### config.mk
export PLATFORM = sky130hd
export DESIGN_NAME = instr_loader
export DESIGN_NICKNAME = d
export VERILOG_FILES = /design/src/rtl/instr_loader.sv
export SDC_FILE = /design/constraint.sdc
export NUM_CORES = 1
export LEC_CHECK = 0
export CORE_ASPECT_RATIO = 1.75
export CORE_MARGIN = 4
export CORE_UTILIZATION = 47
export DETAILED_ROUTE_END_ITERATION = 10
export PLACE_DENSITY = 0.87
export SYNTH_ARGS = -nofsm -noshare
export SYNTH_HDL_FRONTEND = slang
export SYNTH_SLANG_ARGS = --single-unit
### constraint.sdc
create_clock -name CLK -period 3.7 [get_ports CLK]
set_input_delay 0.74 -clock CLK [delete_from_list [all_inputs] [get_ports CLK]]
set_output_delay 0.74 -clock CLK [all_outputs]
set_load 0.05 [all_outputs]
### src/rtl/instr_loader.sv
// ----------------------------------------------------------------------------
// instr_loader
//
// Loads a program into instruction memory one word per cycle, then releases
// the CPU from reset and drives its clock enable in either continuous-run or
// single-step mode until the CPU reports that it has retired the halt word.
//
// Parameters
//   ADDR_W     word-address width of instruction memory (2**ADDR_W words)
//   HALT_WORD  encoding that terminates both loading and execution
//
// Ports
//   CLK             system clock, rising edge
//   RESET           synchronous, active-high reset
//   INSTRUCTION_IN  instruction word from host
//   FLAG_I          INSTRUCTION_IN valid; one word taken per cycle in LOAD
//   FLAG_STEP       step request; its rising edge is the event
//   MODE_CONT       1 = continuous run, 0 = single step (sampled in READY)
//   PC_HALTED       CPU has retired HALT_WORD
//   IMEM_WE/ADDR/WDATA  instruction-memory write port
//   CPU_RESET       holds the CPU pipeline in reset while loading
//   CPU_EN          CPU clock enable
//   INSTR_COUNT     number of words written, halt word included
//   LOAD_DONE       program load complete
//   OVERFLOW_ERR    memory filled without a halt word (sticky)
//   STATE           FSM state for debug: LOAD=0 READY=1 RUN=2 STEP=3 DONE=4
//
// Every output comes straight from a flop.
// ----------------------------------------------------------------------------
module instr_loader #(
    parameter int          ADDR_W    = 8,
    parameter logic [31:0] HALT_WORD = 32'hFFFF_FFFF
) (
    input  logic              CLK,
    input  logic              RESET,
    input  logic [31:0]       INSTRUCTION_IN,
    input  logic              FLAG_I,
    input  logic              FLAG_STEP,
    input  logic              MODE_CONT,
    input  logic              PC_HALTED,
    output logic              IMEM_WE,
    output logic [ADDR_W-1:0] IMEM_ADDR,
    output logic [31:0]       IMEM_WDATA,
    output logic              CPU_RESET,
    output logic              CPU_EN,
    output logic [ADDR_W:0]   INSTR_COUNT,
    output logic              LOAD_DONE,
    output logic              OVERFLOW_ERR,
    output logic [2:0]        STATE
);

    typedef enum logic [2:0] {
        S_LOAD  = 3'd0,
        S_READY = 3'd1,
        S_RUN   = 3'd2,
        S_STEP  = 3'd3,
        S_DONE  = 3'd4
    } state_t;

    localparam logic [ADDR_W-1:0] PTR_MAX = '1;

    // ------------------------------------------------------------------
    // State
    // ------------------------------------------------------------------
    state_t              state_q,     state_n;
    logic [ADDR_W-1:0]   ptr_q,       ptr_n;
    logic [ADDR_W:0]     count_q,     count_n;
    logic                we_q,        we_n;
    logic [ADDR_W-1:0]   addr_q,      addr_n;
    logic [31:0]         wdata_q,     wdata_n;
    logic                ovf_q,       ovf_n;
    logic                en_q,        en_n;
    logic                cpu_rst_q,   cpu_rst_n;
    logic                ld_done_q,   ld_done_n;
    logic                step_prev_q;
    logic                step_evt;

    // One history bit turns a level into an edge; a held FLAG_STEP gives
    // exactly one event, and an edge seen outside STEP is simply dropped.
    assign step_evt = FLAG_STEP & ~step_prev_q;

    // ------------------------------------------------------------------
    // Next-state / next-output logic
    // ------------------------------------------------------------------
    always_comb begin
        state_n = state_q;
        ptr_n   = ptr_q;
        count_n = count_q;
        we_n    = 1'b0;
        addr_n  = addr_q;
        wdata_n = wdata_q;
        ovf_n   = ovf_q;
        en_n    = 1'b0;

        unique case (state_q)
            S_LOAD: begin
                if (FLAG_I) begin
                    we_n    = 1'b1;
                    addr_n  = ptr_q;
                    wdata_n = INSTRUCTION_IN;
                    count_n = count_q + 1'b1;
                    // Pointer saturates on the last slot instead of wrapping.
                    if (ptr_q != PTR_MAX)
                        ptr_n = ptr_q + 1'b1;
                    if (INSTRUCTION_IN == HALT_WORD) begin
                        state_n = S_READY;
                    end else if (ptr_q == PTR_MAX) begin
                        ovf_n   = 1'b1;
                        state_n = S_READY;
                    end
                end
            end

            S_READY: begin
                // Raising the enable on this edge makes it continuous from
                // the very first RUN cycle.
                if (MODE_CONT) begin
                    state_n = S_RUN;
                    en_n    = 1'b1;
                end else begin
                    state_n = S_STEP;
                end
            end

            S_RUN: begin
                if (PC_HALTED)
                    state_n = S_DONE;
                else
                    en_n = 1'b1;
            end

            S_STEP: begin
                // A step coincident with halt is discarded.
                if (PC_HALTED)
                    state_n = S_DONE;
                else
                    en_n = step_evt;
            end

            S_DONE: begin
                state_n = S_DONE;
            end

            default: begin
                state_n = S_LOAD;
            end
        endcase

        cpu_rst_n = (state_n == S_LOAD);
        ld_done_n = (state_n != S_LOAD);
    end

    // ------------------------------------------------------------------
    // Registers
    // ------------------------------------------------------------------
    always_ff @(posedge CLK) begin
        if (RESET) begin
            state_q     <= S_LOAD;
            ptr_q       <= '0;
            count_q     <= '0;
            we_q        <= 1'b0;
            addr_q      <= '0;
            wdata_q     <= '0;
            ovf_q       <= 1'b0;
            en_q        <= 1'b0;
            cpu_rst_q   <= 1'b1;
            ld_done_q   <= 1'b0;
            step_prev_q <= 1'b0;
        end else begin
            state_q     <= state_n;
            ptr_q       <= ptr_n;
            count_q     <= count_n;
            we_q        <= we_n;
            addr_q      <= addr_n;
            wdata_q     <= wdata_n;
            ovf_q       <= ovf_n;
            en_q        <= en_n;
            cpu_rst_q   <= cpu_rst_n;
            ld_done_q   <= ld_done_n;
            step_prev_q <= FLAG_STEP;
        end
    end

    // ------------------------------------------------------------------
    // Outputs
    // ------------------------------------------------------------------
    assign IMEM_WE      = we_q;
    assign IMEM_ADDR    = addr_q;
    assign IMEM_WDATA   = wdata_q;
    assign CPU_RESET    = cpu_rst_q;
    assign CPU_EN       = en_q;
    assign INSTR_COUNT  = count_q;
    assign LOAD_DONE    = ld_done_q;
    assign OVERFLOW_ERR = ovf_q;
    assign STATE        = state_q;

endmodule

# Word-level counts from Yosys, hierarchy flattened
# Index checks and enable logic that the tools add are counted.
# Widths: inputs -> output; s select.
dict set report op_classes {
  addsub 2
  n_eq_ne 7
  mux 11
  bitwise_logic 4
  n_reduce_logical 8
}
# cell n
set op_table {}
lappend op_table {{$eq 32x32->1 const B} 1}
lappend op_table {{$mux 3} 4}
lappend op_table {{$pmux 3 s4} 1}
lappend op_table {{$add 9x1->9 const B} 1}
lappend op_table {{$add 8x1->8 const B} 1}
lappend op_table {{$eq 8x8->1 const B} 1}
lappend op_table {{$ne 8x8->1 const B} 1}
lappend op_table {{$eq 3x2->1 const B} 2}
lappend op_table {{$logic_not 3->1} 2}
lappend op_table {{$mux 1} 5}
lappend op_table {{$reduce_and 4->1} 1}
lappend op_table {{$reduce_or 2->1} 2}
lappend op_table {{$eq 3x1->1 const B} 1}
lappend op_table {{$eq 3x3->1 const B} 1}
lappend op_table {{$not 1->1} 3}
lappend op_table {{$pmux 1 s3} 1}
lappend op_table {{$reduce_and 3->1} 1}
lappend op_table {{$reduce_bool 3->1} 1}
lappend op_table {{$reduce_and 2->1} 1}
lappend op_table {{$and 1x1->1} 1}
dict set report totals {
  reg_bits 66
  inputBits 38
  out_inout_bits 57
  wordCells 43
}

# Logic depth before layout (Yosys ltp)
dict set report depth {
  depth_word 6
  depth_mapped 7
  mapped_depth_nobuf 5
}

# Worst setup path after synthesis
# OpenSTA, ideal clock, no wires.
dict set report synth_path {
  kind {flip-flop to flip-flop}
  from {register state_q[1], in the netlist STATE[1]}
  to {register cpu_rst_q, in the netlist CPU_RESET}
  setup_ns 0.116
  arrival_time_ns 2.062
  setup_slack_ns 1.522
  path_stages_with_launch 6
  path_buffers 2
  period_less_slack_ns 2.178
  path_cell_list {dfxtp_1 buf_6 or4b_4 buf_6 or4_4 a31o_1}
}
dict set report synth_via {
  elab_chain_len 5
  word_cells_on_any_way 12
  cone_classes {eq/ne: 4; mux: 5; reduce/logical: 3}
}
# item line
set synth_lines {}
lappend synth_lines {{from (decl)} 65} ;# state_t state_q, state_n;
lappend synth_lines {{from (signal assigned)} 170} ;# state_q <= state_n;
lappend synth_lines {{$mux 3} 107} ;# end else if (ptr_q == PTR_MAX) begin
lappend synth_lines {{$mux 3} 105} ;# if (INSTRUCTION_IN == HALT_WORD) begin
lappend synth_lines {{$mux 3} 97} ;# if (FLAG_I) begin
lappend synth_lines {{$pmux 3 s4 *} 95} ;# unique case (state_q)
lappend synth_lines {{$logic_not 3->1 *} 149} ;# cpu_rst_n = (state_n == S_LOAD);
lappend synth_lines {{to (signal assigned)} 178} ;# cpu_rst_q <= cpu_rst_n;
lappend synth_lines {{to (decl)} 73} ;# logic cpu_rst_q, cpu_rst_n;
# Every way passes the cells marked *; elsewhere a longest branch is shown, timed or not.
# A chain may end at the register's enable or synchronous reset.

# Worst setup path after layout
dict set report layout_path {
  from {input port FLAG_I}
  to {register cpu_rst_q, in the netlist CPU_RESET}
}
dict set report layout_via {
  elab_chain_len 3
}
# item line
set layout_lines {}
lappend layout_lines {{from (decl)} 37} ;# input logic FLAG_I,
lappend layout_lines {{$mux 3} 97}
lappend layout_lines {{$pmux 3 s4} 95}
lappend layout_lines {{$logic_not 3->1} 149}
# Every way passes these cells.

==> impl_metrics.tcl <==
set metrics [dict create \
    area_growth_pct 42.7 \
    drt-total-wl_um 6520 \
    wire_per_inst_um 13.7 \
    synth_cell_types 39 \
    synth-seq-cells 66 \
    clock_skew_ns 0.0104 \
    drive_gt1_frac 0.0521 \
    detail-route-antenna-nets 0 \
    maxSlewHeadroom 0.460 \
    fin_crit_sh 0.699 \
    worst-endpoint-required_ns 3.93 \
    ys_top_cells_by_area "dfxtp_1 51%, nand2_1 13%, a21oi_1 9.1%" \
    maxCapViolations 0 \
    grt_max_degree 53 \
    power.total_mw 1.46 \
    p_leak_nw 1.31 \
    powerDensity_nw_per_um2 397 \
    root_buffer "clkbuf_8" \
    vias 2465 \
    synth_edf_count 0 \
    clockBufferDepth 2 \
    status "completed" \
    cts_setup_buffers 0 \
    antennaDiodeCount 0 \
    cp.arrival_ns 2.82 \
    vias_per_cell 5.17 \
    post-dp-hpwl_um 4750 \
    nNetsFinal 441 \
    netlist.area_leader.share 0.512 \
    worst_pin_slew_ns 0.803 \
    syn_avg_cell_area_um2 8.22 \
    die_x_um 64.0 \
    slew_viol_final 0 \
    cts_buffers 9 \
    drt_iter0_markers 105 \
    hold_violations 0 \
    synthArstFlopShare 0 \
    die_h_um 106 \
    first_pass_iters 4 \
    die-area_um2 6790 \
    period_minus_slack_ns 2.59 \
    antenna_found_initial 0 \
    seq_area_frac_synth 0.512 \
    clk_pin_slew_worst_paths_ns 0.06 \
    setup_tns_ns 0 \
    grt_use_total 0.200 \
    ir_drop_uv 262 \
    netlist_instances 314 \
    grt_pass1_vias 2360 \
    synth_common_cells "90 x nand2_1, 66 x dfxtp_1, 47 x a21oi_1" \
    cts_htree_levels 3 \
    cts.sinks 66 \
    min_path_type "flip-flop to flip-flop" \
    path_class "input pin to flip-flop" \
    cts_tree "done" \
    setup_viol 0 \
    core_area_um2 5300 \
    ys_warn_count 0 \
    crit_path_end_kind "flip-flop" \
    grt_pass1_wl_um 10700 \
    rows 35 \
    port_buffers 94 \
    synth_fp_nets 354 \
    routabilityCongestion 0.785 \
    rsz0062_at_grt "false" \
    fmaxAchievable_mhz 386 \
    synth_area_um2 2580 \
    start_util 0.487 \
    path_max_fanout 52 \
    drc_errors 0 \
    start_kind "input pin" \
    yosysTopAreaCell "dfxtp_1" \
    top_level_ports 95 \
    ctsHoldBuffers 0 \
    utilization 0.695 \
    clk_latency_ns 0.33 \
    grt_overflow 0 \
    yosysMostFrequentCell "nand2_1" \
    cts_resized 0 \
    synthFlopType "dfxtp_1" \
]
-- layer usage --
| metal | GRT usage | part of all wire | wire (um) | up-vias |
|---|---|---|---|---|
| li1 | - | - | - | 1233 |
| met1 | 0.212 | 0.37 | 2420 | 1146 |
| met2 | 0.355 | 0.55 | 3610 | 73 |
| met3 | 0.0296 | 0.048 | 313 | 13 |
| met4 | 0.131 | 0.027 | 178 | 0 |
| met5 | 0 | 0 | 0 | - |
-- power breakdown --
part | switching (mW) | internal (mW)
registers | 0.0159 | 0.737
clock network | 0.236 | 0.231
logic | 0.148 | 0.0949
total | 0.400 | 1.06
-- kinds of logic (layout without fill, tap and decap cells) --
kind of cell	count (synthesis)	after routing	synth area share
simple gates	141	141	0.242
flops	66	66	0.512
compound gates	64	64	0.143
buf+inv	28	117	0.0470
xor+xnor	11	11	0.0373
fa+ha+maj	2	2	0.00969
mux	2	2	0.00824
-- sequential cells by signal (all words and copies together), names as in the netlist --
name / count
CPU_RESET: 1
INSTR_COUNT: 9
OVERFLOW_ERR: 1
IMEM_WE: 1
LOAD_DONE: 1
ptr_q: 8
IMEM_ADDR: 8
IMEM_WDATA: 32
CPU_EN: 1
STATE: 3
step_prev_q: 1
-- worst max-delay path, stage by stage --
cell             delay (ns)
clkdlybuf4s50_1        0.48
or4b_4                 0.74
or4_4                  0.62
a31o_1                 0.22
-- cells in the final DEF, fill, tap and decap left out, types with 3 or more instances in the layout --
| cell type | instances |
|---|---|
| a21oi_1 | 47 |
| buf_4 | 3 |
| clkbuf_1 | 3 |
| clkbuf_8 | 9 |
| clkdlybuf4s50_1 | 93 |
| dfxtp_1 | 66 |
| inv_1 | 7 |
| nand2_1 | 90 |
| nand3_1 | 3 |
| nand4_1 | 12 |
| nor2_1 | 17 |
| nor3_1 | 4 |
| nor4_1 | 4 |
| o21ai_0 | 3 |
| xnor2_1 | 9 |
-- final timing paths --
check | start | to | slack [ns] | cells after the start
worst max register to register | STATE[1]$_SDFF_PP0_ | CPU_RESET$_SDFF_PP1_ | 1.50 | 3
worst max-delay path | FLAG_I | CPU_RESET$_SDFF_PP1_ | 1.11 | 4
worst min register to register | IMEM_WDATA[21]$_SDFFE_PP0P_ | IMEM_WDATA[21]$_SDFFE_PP0P_ | 0.45 | 2
worst min-delay path | IMEM_WDATA[21]$_SDFFE_PP0P_ | IMEM_WDATA[21]$_SDFFE_PP0P_ | 0.45 | 2
-- area by class of cell --
| cell class | count | area [um2] |
|---|---|---|
| multi-input cells | 220 | 1140 |
| repair buffers | 97 | 958 |
| clock buffers | 12 | 135 |
| well taps | 74 | 92.6 |
| inverters | 7 | 26.3 |
| fillers | 435 | 1620 |
| flip-flops and latches | 66 | 1320 |
| clock inverters | 1 | 5.00 |
-- per-stage QoR --
step	setup slack (ns)	hold WS, ns	cells	area (um2)
floorplan	1.52	0.453	314	2580
global placement	0.789	0.441	464	3540
detailed placement	0.765	0.446	464	3540
CTS	1.12	0.454	477	3680
global route	1.06	0.476	477	3680
finish	1.11	0.453	477	3680
No activity file was read; power rests on OpenSTA's default activity.
